File: config.mk
export PLATFORM = sky130hd
export DESIGN_NAME = ms_timer_scheduler
export DESIGN_NICKNAME = d
export VERILOG_FILES = /design/src/rtl/ms_timer_scheduler.sv
export SDC_FILE = /design/constraint.sdc
export NUM_CORES = 1
export LEC_CHECK = 0
export CAP_MARGIN = 10
export CORE_AREA = 4 4 88 90
export DETAILED_ROUTE_END_ITERATION = 7
export DIE_AREA = 0 0 92 94
export GPL_TIMING_DRIVEN = 1
export PLACE_DENSITY = 0.78
export SETUP_SLACK_MARGIN = 0.5
export SLEW_MARGIN = 20
export SYNTH_ARGS = -nofsm -noshare
export SYNTH_HDL_FRONTEND = slang
export SYNTH_SLANG_ARGS = --single-unit
File: constraint.sdc
create_clock -name i_clock -period 2.49 [get_ports i_clock]
set_input_delay 0.3735 -clock i_clock [delete_from_list [all_inputs] [get_ports i_clock]]
set_output_delay 0.3735 -clock i_clock [all_outputs]
set_load 0.05 [all_outputs]
File: src/rtl/ms_timer_scheduler.sv
// Shared 1 ms countdown timer, round-robin arbitrated among 4 level-sensitive requesters.
// Latency: grant registers 1 edge after req; done pulses N*CLK_PER_MS cycles after grant rises (2 cycles for N=0).
// Backpressure: requesters hold req until done; dropping req while owning the timer aborts without a done pulse.
module ms_timer_scheduler #(
  parameter int CLK_PER_MS = 100000,
  parameter int DUR_W      = 16
) (
  input  logic               i_clock,
  input  logic               i_reset_n,
  input  logic [3:0]         i_req,
  input  logic [4*DUR_W-1:0] i_dur,
  output logic [3:0]         o_grant,
  output logic [3:0]         o_done,
  output logic               o_busy,
  output logic [DUR_W-1:0]   o_remaining,
  output logic               o_tick_ms
);

  localparam int PW = $clog2(CLK_PER_MS);
  localparam logic [PW-1:0] PS_MAX = PW'(CLK_PER_MS - 1);

  typedef enum logic [1:0] {
    S_IDLE = 2'd0,
    S_RUN  = 2'd1,
    S_DONE = 2'd2
  } state_t;

  state_t           r_state;
  logic [PW-1:0]    r_presc;
  logic [3:0]       r_grant;
  logic [3:0]       r_done;
  logic             r_busy;
  logic [DUR_W-1:0] r_remaining;
  logic [1:0]       r_last;
  logic [1:0]       r_owner;
  // High only in the first RUN cycle, so a zero duration completes one cycle later.
  logic             r_first;

  logic             w_tick;
  logic             w_any;
  logic             w_enter_run;
  logic             w_owner_req;
  logic [1:0]       w_win_idx;
  logic [DUR_W-1:0] w_win_dur;

  assign w_tick      = (r_presc == PS_MAX);
  assign w_any       = |i_req;
  assign w_enter_run = (r_state == S_IDLE) && w_any;
  assign w_owner_req = |(i_req & r_grant);
  assign w_win_dur   = i_dur[w_win_idx*DUR_W +: DUR_W];

  assign o_grant     = r_grant;
  assign o_done      = r_done;
  assign o_busy      = r_busy;
  assign o_remaining = r_remaining;
  assign o_tick_ms   = w_tick;

  // Round-robin pick: search starts at last+1; descending loop lets the nearest hit win.
  always_comb begin
    w_win_idx = r_last;
    for (int k = 4; k >= 1; k--) begin
      if (i_req[2'(r_last + 2'(k))]) begin
        w_win_idx = 2'(r_last + 2'(k));
      end
    end
  end

  // Free-running 1 ms prescaler, realigned to zero whenever a countdown starts.
  always_ff @(posedge i_clock or negedge i_reset_n) begin
    if (!i_reset_n) begin
      r_presc <= '0;
    end else if (w_enter_run || w_tick) begin
      r_presc <= '0;
    end else begin
      r_presc <= r_presc + 1'b1;
    end
  end

  // Arbitration and countdown FSM with registered grant/done/busy/remaining.
  always_ff @(posedge i_clock or negedge i_reset_n) begin
    if (!i_reset_n) begin
      r_state     <= S_IDLE;
      r_grant     <= '0;
      r_done      <= '0;
      r_busy      <= 1'b0;
      r_remaining <= '0;
      r_last      <= 2'd3;
      r_owner     <= 2'd0;
      r_first     <= 1'b0;
    end else begin
      case (r_state)
        S_IDLE: begin
          r_done <= '0;
          if (w_any) begin
            r_state     <= S_RUN;
            r_owner     <= w_win_idx;
            r_grant     <= 4'b0001 << w_win_idx;
            r_remaining <= w_win_dur;
            r_busy      <= 1'b1;
            r_first     <= 1'b1;
          end
        end

        S_RUN: begin
          r_first <= 1'b0;
          if (!w_owner_req) begin
            // Abort wins over a coinciding final tick: no done pulse.
            r_state     <= S_IDLE;
            r_grant     <= '0;
            r_remaining <= '0;
            r_busy      <= 1'b0;
            r_last      <= r_owner;
          end else if (r_remaining == '0) begin
            if (!r_first) begin
              r_state <= S_DONE;
              r_done  <= r_grant;
            end
          end else if (w_tick) begin
            if (r_remaining == DUR_W'(1)) begin
              r_remaining <= '0;
              r_state     <= S_DONE;
              r_done      <= r_grant;
            end else begin
              r_remaining <= r_remaining - 1'b1;
            end
          end
        end

        S_DONE: begin
          r_state <= S_IDLE;
          r_done  <= '0;
          r_grant <= '0;
          r_busy  <= 1'b0;
          r_last  <= r_owner;
        end

        default: begin
          r_state <= S_IDLE;
          r_done  <= '0;
          r_grant <= '0;
          r_busy  <= 1'b0;
        end
      endcase
    end
  end

endmodule

==> impl_metrics.tcl <==
set metrics [dict create \
    hp-class "input port to asynchronous set/reset pin" \
    max_stage_delay_ps 570 \
    drt_iter0_drc 212 \
    gp_congestion 0.880 \
    initial_core_util_pct 46.8 \
    finalSetupViolations 0 \
    grt_pass1_vias 3566 \
    tightestPinTransition_ps 537 \
    tns_ps 0 \
    slew_violations 0 \
    synth_nets 440 \
    cp.required_ps 2700 \
    clk_pin_slew_ps 100 \
    r2r-start "r_presc[12]" \
    synth_cells 366 \
    cts_max_level 2 \
    synth_edf_count 0 \
    die-area_um2 8650 \
    fin_crit_sh_pct 86.6 \
    stdcell_count 611 \
    antenna_found_initial 0 \
    path_max_fanout 7 \
    r2r_cells 7 \
    crit_family "simple AND/OR/NAND/NOR gates" \
    dieHeight_um 94 \
    routed_via_density 5.85 \
    cts_tree "done" \
    wl_per_cell_um 18.2 \
    fillCellCount 498 \
    final-hold-violation-count 0 \
    cts_buffers 5 \
    crit_arrival_ps 2360 \
    ant_nets 0 \
    status "complete, no violations" \
    grtUsageMet1_pct 31.6 \
    clk_path_buf_depth 2 \
    dpl.cell_count 567 \
    grt_max_degree 38 \
    rows 31 \
    fmax_mhz 464 \
    dp_hpwl_mm 7.61 \
    ys.flop_type "dfrtp_1" \
    grt.total_usage_pct 25.0 \
    syn_area_per_cell_um2 9.02 \
    holdWs_ps 474 \
    final_common_cell "clkdlybuf4s50_1" \
    drt-pass1-iter-count 5 \
    cts_root_buf "clkbuf_8" \
    slew_headroom_pct 64.1 \
    layout-drive-gt1-share_pct 28.3 \
    fin_total_pwr_mw 5.92 \
    synth-seq-cells 49 \
    clock_sinks 49 \
    peakVddDrop_v 0.000517 \
    clk_latency_ps 310 \
    worstSetupPathType "flip-flop to flip-flop" \
    top_usage_layer "met2" \
    io_buffers 95 \
    yosysSeqAreaShare_pct 37.2 \
    power_density_nw_per_um2 1110 \
    grt_pass1_wl_mm 17.6 \
    synth_cell_types 59 \
    path_buf_inv 1 \
    ff2ff_setup_slack_ps 330 \
    overflow 0 \
    timing.rr.end "o_remaining[3]" \
    slowest_stage "or4b_4" \
    min_period_ps 2160 \
    start_kind "flip-flop" \
    io_pins 96 \
    core_um2 7060 \
    fin_util_pct 75.7 \
    diodes 0 \
    rsz0062_at_grt "yes" \
    vias 3577 \
    crit_chain "or4b_4, nor4_4, buf_6, a21o_4, o211ai_1, a32o_1, a31o_1" \
    async_flop_share_pct 100 \
    end_kind "flip-flop" \
    maxCapViolations 0 \
    dieWidth_um 92 \
    drcViolationCount 0 \
    netlist_area_um2 3300 \
    total_leakage_power_nw 2.35 \
    postRouteWirelength_mm 11.1 \
    clock_skew_ps 12.5 \
    fin_nets 585 \
    yosys_warnings 0 \
    use_met3_pct 4.01 \
    met2_usage_pct 44.1 \
    area_delta_synth_final_pct 61.9 \
    layout_common_cells "76 x clkdlybuf4s50_1, 45 x buf_4, 39 x nor2_1" \
]
-- power by group --
group	switching (mW)	leakage (nW)	internal, mW	total, mW
Sequential	0.412	0.628	1.05	1.46
Clock	0.294	0.0633	0.334	0.628
Combinational	2.09	1.66	1.74	3.83
Total	2.79	2.35	3.13	5.92
-- logic make-up (layout without fill, tap and decap cells) --
logic type,after synthesis,count (layout),share of synthesized area (%)
AO/OA/AOI/OAI,74,74,15.5
XOR/XNOR,14,14,3.72
adder cells (fa/ha/maj),4,4,1.52
buffers and inverters,23,169,3.37
flip-flops,49,49,37.2
multiplexers,46,46,14.4
AND/OR/NAND/NOR,156,156,24.2
-- worst max path at each step --
| stage | from | end | cells past startpoint |
|---|---|---|---|
| global route | r_presc[7] | o_remaining[3] | 7 |
| detailed placement | i_req[0] | o_remaining[2] | 8 |
| floorplan | r_presc[12] | o_remaining[13] | 6 |
| CTS | r_presc[12] | o_tick_ms | 4 |
| global placement | i_req[2] | o_remaining[10] | 9 |
| finish | r_presc[12] | o_remaining[3] | 7 |
-- what timing repair did --
action,4_1_cts,5_1_grt
cloned,1,1
pin swaps,24,12
resized for setup,48,30
hold buffers,1,0
hold endpoints to repair,12,0
endpoints found under the setup margin,29,29
setup buffers,19,14
-- worst reg2reg max path, delay by kind of cell (launching register included) --
kind	cells	cell delay [ps]
and+or+nand+nor	2	720
AOI/OAI and AO/OA	4	720
buffers and inverters	1	180
DFF	1	420
-- registers in the layout, indices dropped and copies added, names as in the netlist --
name and count:
o_done 4, r_first 1, o_grant 4, r_state 2, r_owner 2, o_remaining 16, r_presc 17, r_last 2
o_busy 1
-- per-stage QoR --
step	cell area, um^2	setup WS, ps
after floorplan	3420	416
after global placement	4600	20.7
after detailed placement	4600	-19.7
after CTS	5080	350
after global routing	5350	275
final	5350	334
-- layout make-up --
| type | instances | area, um^2 | share of cell area, % |
|---|---|---|---|
| Multi-Input combinational cell | 294 | 2330 | 43.5 |
| Timing Repair Buffer | 152 | 1490 | 27.9 |
| Sequential cell | 49 | 1240 | 23.2 |
| Tap cell | 99 | 124 | 2.32 |
| Clock buffer | 6 | 82.6 | 1.54 |
| Clock inverter | 2 | 41.3 | 0.772 |
| Inverter | 9 | 36.3 | 0.679 |
-- synth_stat cells (all sizes together) (3+ instances only) --
cell	count	area (um^2)
dfrtp	47	1180
nand2	41	159
nor2	41	156
mux2i	33	330
o21ai	19	95.1
nand3	14	70.1
a21oi	13	65.1
mux2	13	146
nor4	13	103
and3	9	56.3
inv	9	33.8
buf	8	55.1
nor3	8	40.0
o211ai	8	60.1
xor2	8	70.1
nand2b	7	43.8
nand4	7	43.8
clkbuf	6	22.5
xnor2	6	52.6
a21o	5	38.8
ha	4	50.1
o21a	4	30.0
o311ai	3	26.3
-- layer usage --
| layer | routed length [um] | share of wire [%] |
|---|---|---|
| met5 | 0 | 0 |
| met3 | 770 | 6.9 |
| met2 | 5610 | 51 |
| met1 | 4480 | 40 |
| met4 | 238 | 2.1 |
(Power assumes the default switching activity.)
